--- src/rtl/uart_pkg.sv ---
// Shared types and helpers for the UART transmit path.
package uart_pkg;

  localparam int FRAME_W = 10;
  localparam int DATA_W  = 8;

  typedef enum logic [1:0] {
    IDLE   = 2'd0,
    LAUNCH = 2'd1,
    WAIT   = 2'd2
  } state_t;

  // Start bit (0) in bit 0, data LSB first, stop bit (1) in bit 9.
  function automatic logic [FRAME_W-1:0] make_frame(input logic [DATA_W-1:0] b);
    return {1'b1, b, 1'b0};
  endfunction

endpackage

--- src/rtl/uart_tx_arbiter_rr_pick.sv ---
// Combinational round-robin picker: first asserted request after ptr, with wrap.
module rr_pick #(
  parameter int N = 4
) (
  input  logic [N-1:0]         req,
  input  logic [$clog2(N)-1:0] ptr,
  output logic                 valid,
  output logic [$clog2(N)-1:0] idx,
  output logic [N-1:0]         gnt
);

  localparam int IW = $clog2(N);

  // Scan offsets from farthest to nearest so the nearest asserted request wins.
  always_comb begin
    logic [IW:0]   s;
    logic [IW-1:0] p;
    s     = '0;
    p     = '0;
    valid = 1'b0;
    idx   = '0;
    gnt   = '0;
    for (int k = N; k >= 1; k--) begin
      s = {1'b0, ptr} + (IW+1)'(k);
      if (s >= (IW+1)'(N)) s = s - (IW+1)'(N);
      p = s[IW-1:0];
      if (req[p]) begin
        valid  = 1'b1;
        idx    = p;
        gnt    = '0;
        gnt[p] = 1'b1;
      end
    end
  end

endmodule

--- src/rtl/uart_tx_arbiter.sv ---
// Round-robin scheduler sharing one UART transmitter between N_REQ byte producers.
//
// state  | meaning
// IDLE   | no frame in flight; grant the next requester when any req is high
// LAUNCH | tx_rdy held, waiting for tx_confirm or launch timeout
// WAIT   | frame leaving the line plus guard time; no new launch
module uart_tx_arbiter
  import uart_pkg::*;
#(
  parameter int N_REQ          = 4,
  parameter int CLKS_PER_BIT   = 10417,
  parameter int FRAME_BITS     = 11,
  parameter int GUARD_CLKS     = 16,
  parameter int LAUNCH_TIMEOUT = 255
) (
  input  logic                     clk,
  input  logic                     rst,
  input  logic [N_REQ-1:0]         req,
  input  logic [8*N_REQ-1:0]       data,
  output logic [N_REQ-1:0]         ack,
  output logic [$clog2(N_REQ)-1:0] grant_id,
  output logic                     busy,
  output logic                     err,
  input  logic                     err_clr,
  output logic [FRAME_W-1:0]       tx_frame,
  output logic                     tx_rdy,
  input  logic                     tx_confirm
);

  localparam int IW        = $clog2(N_REQ);
  localparam int WAIT_CLKS = FRAME_BITS * CLKS_PER_BIT + GUARD_CLKS;
  localparam int CW_FRAME  = $clog2(WAIT_CLKS);
  localparam int CW_LAUNCH = $clog2(LAUNCH_TIMEOUT + 1);
  // One counter serves both states, so it must fit the larger terminal count.
  localparam int CW        = (CW_FRAME > CW_LAUNCH) ? CW_FRAME : CW_LAUNCH;
  localparam logic [CW-1:0] WAIT_LAST   = CW'(WAIT_CLKS - 1);
  localparam logic [CW-1:0] LAUNCH_LAST = CW'(LAUNCH_TIMEOUT - 1);

  state_t               state_q;
  logic [IW-1:0]        ptr_q;
  logic [IW-1:0]        grant_id_q;
  logic [N_REQ-1:0]     ack_q;
  logic                 busy_q;
  logic                 err_q;
  logic                 tx_rdy_q;
  logic [FRAME_W-1:0]   frame_q;
  logic [CW-1:0]        cnt_q;

  logic                 pick_valid;
  logic [IW-1:0]        pick_idx;
  logic [N_REQ-1:0]     pick_gnt;
  logic [DATA_W-1:0]    pick_byte;

  rr_pick #(.N(N_REQ)) u_pick (
    .req   (req),
    .ptr   (ptr_q),
    .valid (pick_valid),
    .idx   (pick_idx),
    .gnt   (pick_gnt)
  );

  assign pick_byte = data[{pick_idx, 3'b000} +: DATA_W];

  // Sequencer: grant, launch handshake, frame hold-off; every output is registered.
  always_ff @(posedge clk or posedge rst) begin
    if (rst) begin
      state_q    <= IDLE;
      ptr_q      <= IW'(N_REQ - 1);
      grant_id_q <= '0;
      ack_q      <= '0;
      busy_q     <= 1'b0;
      err_q      <= 1'b0;
      tx_rdy_q   <= 1'b0;
      frame_q    <= '1;
      cnt_q      <= '0;
    end else begin
      ack_q <= '0;
      // A timeout below overrides this clear in the same cycle.
      if (err_clr) err_q <= 1'b0;
      case (state_q)
        IDLE: begin
          if (pick_valid) begin
            frame_q    <= make_frame(pick_byte);
            grant_id_q <= pick_idx;
            ptr_q      <= pick_idx;
            ack_q      <= pick_gnt;
            tx_rdy_q   <= 1'b1;
            busy_q     <= 1'b1;
            cnt_q      <= '0;
            state_q    <= LAUNCH;
          end
        end
        LAUNCH: begin
          if (tx_confirm) begin
            tx_rdy_q <= 1'b0;
            cnt_q    <= '0;
            state_q  <= WAIT;
          end else if (cnt_q == LAUNCH_LAST) begin
            // Frame is dropped, not retried; the producer already saw its ack.
            tx_rdy_q <= 1'b0;
            err_q    <= 1'b1;
            busy_q   <= 1'b0;
            state_q  <= IDLE;
          end else begin
            cnt_q <= cnt_q + 1'b1;
          end
        end
        WAIT: begin
          if (cnt_q == WAIT_LAST) begin
            busy_q  <= 1'b0;
            state_q <= IDLE;
          end else begin
            cnt_q <= cnt_q + 1'b1;
          end
        end
        default: begin
          tx_rdy_q <= 1'b0;
          busy_q   <= 1'b0;
          state_q  <= IDLE;
        end
      endcase
    end
  end

  assign ack      = ack_q;
  assign grant_id = grant_id_q;
  assign busy     = busy_q;
  assign err      = err_q;
  assign tx_frame = frame_q;
  assign tx_rdy   = tx_rdy_q;

endmodule

--- config.mk ---
export PLATFORM = sky130hd
export DESIGN_NAME = uart_tx_arbiter
export DESIGN_NICKNAME = d
export VERILOG_FILES = /design/src/rtl/uart_pkg.sv /design/src/rtl/uart_tx_arbiter_rr_pick.sv /design/src/rtl/uart_tx_arbiter.sv
export SDC_FILE = /design/constraint.sdc
export NUM_CORES = 1
export LEC_CHECK = 0
export CAP_MARGIN = 10
export CELL_PAD_IN_SITES_DETAIL_PLACEMENT = 2
export CELL_PAD_IN_SITES_GLOBAL_PLACEMENT = 2
export CORE_MARGIN = 4
export CORE_UTILIZATION = 28
export DETAILED_ROUTE_END_ITERATION = 7
export GPL_TIMING_DRIVEN = 0
export PLACE_DENSITY_LB_ADDON = 0.1
export SYNTH_ARGS = -nofsm -noshare
export SYNTH_HDL_FRONTEND = slang
export SYNTH_SLANG_ARGS = --single-unit
--- constraint.sdc ---
create_clock -name clk -period 2.72 [get_ports clk]
set_input_delay 0.816 -clock clk [delete_from_list [all_inputs] [get_ports clk]]
set_output_delay 0.816 -clock clk [all_outputs]
set_load 0.05 [all_outputs]
### After elaboration in Yosys (flattened, before gate mapping)

Cells that the tools add are included.

* add/sub/neg operators: 9
* eq/ne operators: 11
* bitwise logic cells: 1
* reductions and logical operators: 11
* shifts and indexed selects: 1
* magnitude comparators: 12
* $mul: 0
* muxes and demuxes: 55
* divide/modulo/power cells: 0

Operators with widths (number)
* $mux W17: 4
* $pmux W17 S3: 1
* $shiftx A32 B6 Y8: 1
* $mux W2: 12
* $mux W4: 6
* $mux W1: 21
* $add A17 B1 Y17 const B: 1
* $eq A17 B17 Y1 const B: 1
* $eq A17 B8 Y1 const B: 1
* $ge A3 B3 Y1 const B: 4
* $lt A2 B3 Y1 const B: 4
* $ne A2 B2 Y1 const B: 5
* $bmux W1 S2: 4
* $demux W1 S2: 4
* $ge A2 B1 Y1 const B: 4
* $reduce_and A4 Y1: 2
* $sub A2 B1 Y2 const B: 4
* $add A2 B2 Y3 const B: 2
* $ne A3 B3 Y1 const B: 2
* $pmux W1 S3: 2
* $pmux W2 S3: 1
* $reduce_and A3 Y1: 2
* $logic_and A1 B1 Y1: 4
* $add A2 B1 Y3 const B: 1
* other kinds (7): 7

* register bits after elaboration: 39
* memories kept: 0
* word-level logic and storage cells: 109
* output and inout bits: 19
* bits in latches: 0
* bits in read-only memories: 0
* memory bits (writable): 0
* bits of input ports: 40

### Logic depth before layout (Yosys ltp)

Gate-level depths: netlist of the first run.

* depth after elaboration: 13
* depth in mapped cells: 11
* mapped depth without buffers: 8

### Hierarchy

Synthesis of the first run repeated with hierarchy kept, for this count alone.

* cells, all modules: 275
* area total of the unflattened synthesis: 2772.7 µm²

Modules (own cells, without submodules)
* uart_tx_arbiter: sequential area each 989.7 µm², instances 1, area each 2240.9 µm², cells an instance 206
* rr_pick: sequential area each 0.0 µm², instances 1, area each 531.8 µm², cells an instance 69

### Least setup slack after synthesis of the first run

No wires, ideal clock.

* kind: reg-to-reg
* start: register ptr_q[1]
* end: register frame_q[2] (netlist: tx_frame[2])
* path buffers: 2
* required time: 2.637 ns
* stages on the path, launching flop included: 10
* path slack: -0.178 ns
* library setup time: 0.083 ns
* period minus slack after synthesis: 2.898 ns
* arrival: 2.814 ns
* cells stage by stage: dfstp_2 > clkbuf_1 > inv_1 > ha_1 > mux4_2 > a21oi_2 > o31ai_4 > buf_2 > and3_1 > o311a_1

* word-level cells in the longest chain between the ends: 10
* elaborated cells on any way between the ends: 34
* those cells by class: 8 x add/sub; 4 x order compare; 1 x shift; 20 x mux; 1 x reduce/logical

Ends and longest elaborated chain
* start: declaration: line uart_tx_arbiter.sv:40 `logic [IW-1:0] ptr_q;`
* start signal: assignment: line uart_tx_arbiter.sv:68 `ptr_q <= IW'(N_REQ - 1);`
* start signal: assignment: line uart_tx_arbiter.sv:85 `ptr_q <= pick_idx;`
* $add A2 B3 Y3: line uart_tx_arbiter_rr_pick.sv:24 `s = {1'b0, ptr} + (IW+1)'(k);`
* $ge A3 B3 Y1 or $sub A2 B1 Y2 (tied branches): line uart_tx_arbiter_rr_pick.sv:25 `if (s >= (IW+1)'(N)) s = s - (IW+1)'(N);`
* $mux W2: line uart_tx_arbiter_rr_pick.sv:25
* $bmux W1 S2: line uart_tx_arbiter_rr_pick.sv:27 `if (req[p]) begin`
* $mux W1 (not written as such): line uart_tx_arbiter_rr_pick.sv:27
* $mux W2 or $mux W1 (tied branches) (4 in a row): line uart_tx_arbiter_rr_pick.sv:27
* $shiftx A32 B6 Y8 or $reduce_and A2 Y1 (tied branches)
* end signal: assignment: line uart_tx_arbiter.sv:83 `frame_q <= make_frame(pick_byte);`
* end: declaration: line uart_tx_arbiter.sv:46 `logic [FRAME_W-1:0] frame_q;`

Parallel ways exist; a longest one is shown, timed or not. The select of a mux whose other input is x is not followed.
A chain may end at the register's enable or synchronous reset.

### Final worst setup path of the first run

* start: input port req[1]
* end: register frame_q[5] (netlist: tx_frame[5])

* word-level cells in the longest chain between the ends: 7
* elaborated cells on any way between the ends: 18
* those cells by class: 1 x shift; 16 x mux; 1 x reduce/logical

Ends and longest elaborated chain
* start: declaration: line uart_tx_arbiter.sv:18 `input logic [N_REQ-1:0] req,`
* $bmux W1 S2: line uart_tx_arbiter_rr_pick.sv:27
* $mux W1 (not written as such): line uart_tx_arbiter_rr_pick.sv:27
* $mux W2 or $mux W1 (tied branches) (4 in a row): line uart_tx_arbiter_rr_pick.sv:27
* $shiftx A32 B6 Y8 or $reduce_and A2 Y1 (tied branches)

Parallel ways exist; a longest one is shown, timed or not. The select of a mux whose other input is x is not followed.

==> results_dict.tcl, run 1 <==
set metrics [dict create \
    grt-ovfl-total 0 \
    portBuffers 57 \
    r2r_cells 8 \
    leakage_nw 1.57 \
    critPathLaunchType "primary input" \
    ys_seq_elements 39 \
    drive_gt1_share_pct 23.5 \
    drtPass1Iterations 4 \
    startpoint "req[1]" \
    htreeDepth 2 \
    root_buffer "clkbuf_8" \
    ff2ff_setup_slack_ns 0.02 \
    clk_pin_slew_worst_paths_ns 0.08 \
    hp-class "reg2reg" \
    grt_use_total_pct 17.2 \
    async_flop_share_pct 100 \
    cp_max_fo 10 \
    power_mw 4.64 \
    crit_arrival_ns 2.93 \
    synth_top_area_share_pct 25.2 \
    clk_latency_ns 0.29 \
    setup.worst_path.end_class "register" \
    rsz0062_at_grt "true" \
    multi_input_area_mm2 0.00177 \
    setup_violations 0 \
    r2r_end "tx_frame[5]" \
    syn_to_final_growth_pct 40.2 \
    worst_ir_drop_vdd_v 0.000526 \
    cts_buffer_depth 2 \
    final_area_mm2 0.00390 \
    period_share_pct 99.3 \
    layout_common_cells "clkdlybuf4s50_1 (55), dfrtp_1 (28), buf_4 (25)" \
    slew_viol_final 0 \
    period_minus_slack_ns 2.70 \
    grt_pass1_wl_mm 15.9 \
    cts_sinks 39 \
    routed_via_density 5.34 \
    synth_area_leaders "dfrtp_1 (25%), dfstp_2 (10%), ha_1 (5.4%), o21ai_0 (5.0%), nand3_1 (4.1%)" \
    n_antenna_cell 0 \
    fmax_mhz 370 \
    hold_depth 1 \
    start_util_pct 28.6 \
    cp_cell_sequence "clkdlybuf4s50_1, buf_2, a22o_4, o31ai_4, nand2_2, and2_4, o311a_1" \
    syn_avg_cell_area_um2 9.06 \
    critPathSlowestCell "clkdlybuf4s50_1" \
    yosys_warnings 0 \
    status "finished, final reports clean" \
    drt-initial-drc-count 94 \
    r2r_start "ptr_q[1]" \
    syn-cell-area_mm2 0.00278 \
    rows 36 \
    hold_viol_final 0 \
    cts_tree "built" \
    min-delay-start "tx_frame[0]" \
    grt_max_degree 40 \
    finalNetCount 443 \
    hpwl_mm 6.80 \
    route.detailed.drc 0 \
    ant_nets 0 \
    synth-seq-area-share_pct 35.6 \
    cap_violations 0 \
    crit_type "in2reg" \
    antenna_found_initial 0 \
    die_h_um 108 \
    layout_commonest_cell "clkdlybuf4s50_1" \
    syn-instance-count 307 \
    power_density_mw_per_mm2 1190 \
    synth_cell_types 60 \
    coreArea_mm2 0.00973 \
    grt_pass1_vias 3071 \
    required_ns 2.95 \
    cp_slowest_stage_delay_ns 0.48 \
    ys.flop_type "dfrtp_1" \
    gp_congestion 0.767 \
    synth_area_leader_cell "dfrtp_1" \
    finClkSkew_ns 0.00829 \
    pin_count 59 \
    register_area_um2 990 \
    setup_tns_ns 0 \
    relSlewSlack_pct 43.5 \
    wirelength_mm 9.61 \
    fill_cells 1132 \
    wl_per_cell_um 18.3 \
    num_vias 2802 \
    die_w_um 108 \
    syn_nets 359 \
    cts_buffers 5 \
    die_area_mm2 0.0116 \
    hold_end "tx_frame[0]" \
    synth_edf_count 0 \
    place_area_mm2 0.00354 \
    worst_slew_pin_slew_ns 0.847 \
]
==> per-layer routing <==
layer  track usage [%]  vias up  wire (um)
met5                 0        -          0
met3              3.42        7        324
met2              29.4       40       4880
met4              3.34        0         88
li1                  -     1325          -
met1              22.5     1430       4310
==> registers in the layout (all words and copies together), names as in the netlist <==
| register | flops |
|---|---|
| grant_id | 2 |
| busy | 1 |
| err | 1 |
| tx_frame | 9 |
| tx_rdy | 1 |
| state_q | 2 |
| ptr_q | 2 |
| cnt_q | 17 |
| ack | 4 |
==> Yosys cell counts (3+ instances only) <==
cell and count:
and2_0 7, clkbuf_1 11, nor4b_1 3, o21ai_0 28, nand4_1 6, dfstp_2 11, a22oi_1 4, o221ai_1 4
mux4_2 4, a21oi_1 10, nand3_1 23, a31oi_1 5, nor2_1 13, o311a_1 7, nand2b_1 12, ha_1 12
and2_1 3, and3_1 11, nor2b_1 6, buf_2 5, o31ai_1 12, dfrtp_1 28, nor4_1 3, inv_1 10
nand2_1 17, o21ai_1 6, mux2_2 3
==> per-stage QoR <==
stage	utilization [%]	setup WS (ns)	instances	hold slack, ns
after floorplan	-	0.0363	307	0.468
after global placement	36.4	-0.664	497	0.472
after detailed placement	36.4	-0.715	497	0.472
after CTS	39.4	-0.000300	522	0.500
after global routing	40.1	-0.0355	525	0.520
final	40.1	0.0196	525	0.500
==> repair_timing <==
| action | CTS | global route |
|---|---|---|
| gates cloned | 1 | 0 |
| pin swaps | 4 | 12 |
| setup endpoints to repair | 28 | 26 |
| gates resized for setup | 26 | 28 |
| buffers inserted | 17 | 6 |
| hold buffers | 0 | 0 |
==> critical path: cells and delay by family <==
family	cells	cell delay, ns
AO/OA/AOI/OAI	3	1.05
buffers and inverters	2	0.71
AND/OR/NAND/NOR	2	0.34
==> cell type report <==
| type | count | area share, % |
|---|---|---|
| Multi-Input combinational cell | 238 | 45.4 |
| Buffer | 17 | 2.76 |
| Sequential cell | 39 | 25.4 |
| Clock inverter | 1 | 0.128 |
| Clock buffer | 7 | 1.96 |
| Timing Repair Buffer | 79 | 18.8 |
| Inverter | 11 | 1.25 |
| Tap cell | 133 | 4.27 |
==> power breakdown <==
group | internal [mW] | switching, mW
combinational | 1.47 | 1.88
clock | 0.181 | 0.218
sequential | 0.791 | 0.0953
==> cell families after synthesis <==
logic type	after synthesis	synth area share (%)
compound gates	98	24.5
buf+inv	31	4.95
fa+ha+maj	12	5.40
mux	13	7.07
simple gates	113	22.3
flops	39	35.6
other cells	1	0.135
==> how the worst max path moves through the flow <==
| stage | to | slack (ns) | cells past startpoint |
|---|---|---|---|
| floorplan | tx_frame[2] | 0.04 | 9 |
| global placement | tx_frame[2] | -0.66 | 7 |
| detailed placement | tx_frame[2] | -0.71 | 7 |
| CTS | tx_frame[3] | -0.0003 | 9 |
| global route | tx_frame[5] | -0.04 | 8 |
| finish | tx_frame[5] | 0.02 | 7 |
Note: power is estimated with default switching activity, not from simulation.
==> run 2: changes to the inputs <==
CORE_UTILIZATION = 30   (was 28)
clock period = 2.5 ns   (was 2.72 ns; I/O delays follow)
==> results_dict.tcl, run 2 (synthesis results as in run 1) <==
set metrics [dict create \
    critical-path-top-delay-family "compound AO/OA/AOI/OAI gates" \
    fmax_mhz 384 \
    grt-ovfl-total 0 \
    syn_to_final_growth_pct 46.9 \
    antenna_found_initial 0 \
    cp-endpoint "tx_frame[7]" \
    grt_pass1_vias 3150 \
    num_vias 2782 \
    drive_gt1_share_pct 30.1 \
    relSlewSlack_pct 43.5 \
    portBuffers 57 \
    setup_tns_ns -0.475 \
    hpwl_mm 7.04 \
    rows 34 \
    clk_latency_ns 0.31 \
    setup_violations 8 \
    grtUsageMet2_pct 34.1 \
    finalNetCount 443 \
    worst_slew_pin_slew_ns 0.847 \
    failed_checks "negative setup slack" \
    status "complete, but fails checks" \
    multi_input_area_mm2 0.00192 \
    clk_pin_slew_worst_paths_ns 0.09 \
    top_usage_layer "met2" \
    coreArea_mm2 0.00885 \
    crit_type "reg2reg" \
    fill_cells 968 \
    cts_tree "built" \
    cts_sinks 39 \
    layout_common_cells "clkdlybuf4s50_1 (54), dfrtp_1 (28), buf_4 (20), nand3_1 (20), o21ai_0 (19)" \
    drt-initial-drc-count 54 \
    critPathSlowestCell "mux4_2" \
    route.detailed.drc 0 \
    register_area_um2 990 \
    cp_max_fo 6 \
    grt_pass1_wl_mm 17.1 \
    required_ns 2.74 \
    grt_use_total_pct 19.2 \
    root_buffer "clkbuf_8" \
    die_area_mm2 0.0109 \
    r2r_end "tx_frame[7]" \
    period_share_pct 104 \
    wirelength_mm 10.3 \
    hold_buffers 0 \
    path_buf_inv 3 \
    cp_cell_sequence "clkbuf_8, inv_4, ha_4, mux4_2, a21oi_4, o31ai_4, buf_6, and3_4, o311a_1" \
    start_util_pct 31.4 \
    largest_reg_flops 17 \
    r2r_start "ptr_q[1]" \
    drtPass1Iterations 4 \
    ff2ff_setup_slack_ns -0.10 \
    ant_nets 0 \
    die_h_um 104 \
    cap_violations 0 \
    grt_max_degree 40 \
    cts_buffers 5 \
    rsz0062_at_grt "true" \
    path_depth 9 \
    hold_viol_final 0 \
    startpoint "ptr_q[1]" \
    dpl_worst_slack_ns -0.924 \
    pin_count 59 \
    period_minus_slack_ns 2.60 \
    worst_ir_drop_vdd_v 0.000403 \
    routed_via_density 5.56 \
    grt.met1_usage_pct 24.7 \
    power_density_mw_per_mm2 1340 \
    r2r_cells 9 \
    critPathLaunchType "register" \
    crit_arrival_ns 2.85 \
    cp_slowest_stage_delay_ns 0.55 \
    hp-class "reg2reg" \
    htreeDepth 2 \
    die_w_um 104 \
    layout_commonest_cell "clkdlybuf4s50_1" \
    finClkSkew_ns 0.0148 \
    use_met3_pct 3.10 \
    n_antenna_cell 0 \
    wl_per_cell_um 20.6 \
    final_area_mm2 0.00408 \
    cts_buffer_depth 2 \
    top_register "cnt_q" \
    setup.worst_path.end_class "register" \
    gp_congestion 0.777 \
    place_area_mm2 0.00352 \
    leakage_nw 1.64 \
    power_mw 5.49 \
    worst_slack_ns -0.105 \
    slew_viol_final 0 \
]
==> run 2: final cells by class <==
| cell class | instances | share of cell area (%) |
|---|---|---|
| Clock inverter | 3 | 1.07 |
| Multi-Input combinational cell | 238 | 47.1 |
| Clock buffer | 5 | 1.69 |
| Inverter | 11 | 1.16 |
| Tap cell | 108 | 3.31 |
| Buffer | 18 | 3.12 |
| Sequential cell | 39 | 24.2 |
| Timing Repair Buffer | 78 | 18.3 |
==> run 2: where the power goes <==
part           leakage [nW]  switching, mW  internal [mW]
Sequential            0.493         0.0990          0.860
Combinational          1.09           2.22           1.76
Clock                0.0581          0.248          0.298
Total                  1.64           2.57           2.92
==> run 2: worst min path at each step <==
stage | depth (start not counted) | slack [ns] | startpoint | to
2_1_floorplan | 1 | 0.47 | cnt_q[16] | cnt_q[16]
3_3_place_gp | 2 | 0.47 | grant_id[1] | grant_id[1]
3_5_place_dp | 2 | 0.47 | grant_id[0] | grant_id[0]
4_1_cts | 2 | 0.49 | grant_id[0] | grant_id[0]
5_1_grt | 1 | 0.51 | tx_frame[0] | tx_frame[0]
6_report | 1 | 0.49 | tx_frame[0] | tx_frame[0]
==> run 2: per-layer routing <==
metal	share of wire (%)	vias to the layer above	wire, um
met5	0	-	0
met4	2.0	0	201
met3	3.3	14	341
met2	51	49	5230
met1	44	1396	4530
li1	-	1323	-
==> run 2: repair_timing <==
action / 4_1_cts / 5_1_grt
resized for setup: 44 / 46
setup buffers: 18 / 3
endpoints found under the setup margin: 34 / 35
gates cloned: 1 / 1
pin swaps: 15 / 19
==> run 2: worst reg2reg max path, delay by kind of cell (launching register included) <==
kind	cells	cell delay (ns)
flops	1	0.54
simple gates	1	0.17
compound gates	3	0.66
buf+inv	3	0.34
mux	1	0.55
fa+ha+maj	1	0.29
==> run 2: metrics by stage <==
stage          hold WS, ns  std cells  utilization, %
2_1_floorplan        0.468        307               -
3_3_place_gp         0.471        472            39.8
3_5_place_dp         0.471        472            39.8
4_1_cts              0.494        497            44.2
5_1_grt              0.511        500            46.2
6_report             0.495        500            46.2
==> run 3: changes to the inputs <==
GPL_ROUTABILITY_DRIVEN = 0   (was not set)
==> results of run 3 <==
No change in the layout: final DEF, timing and power equal those of run 2.
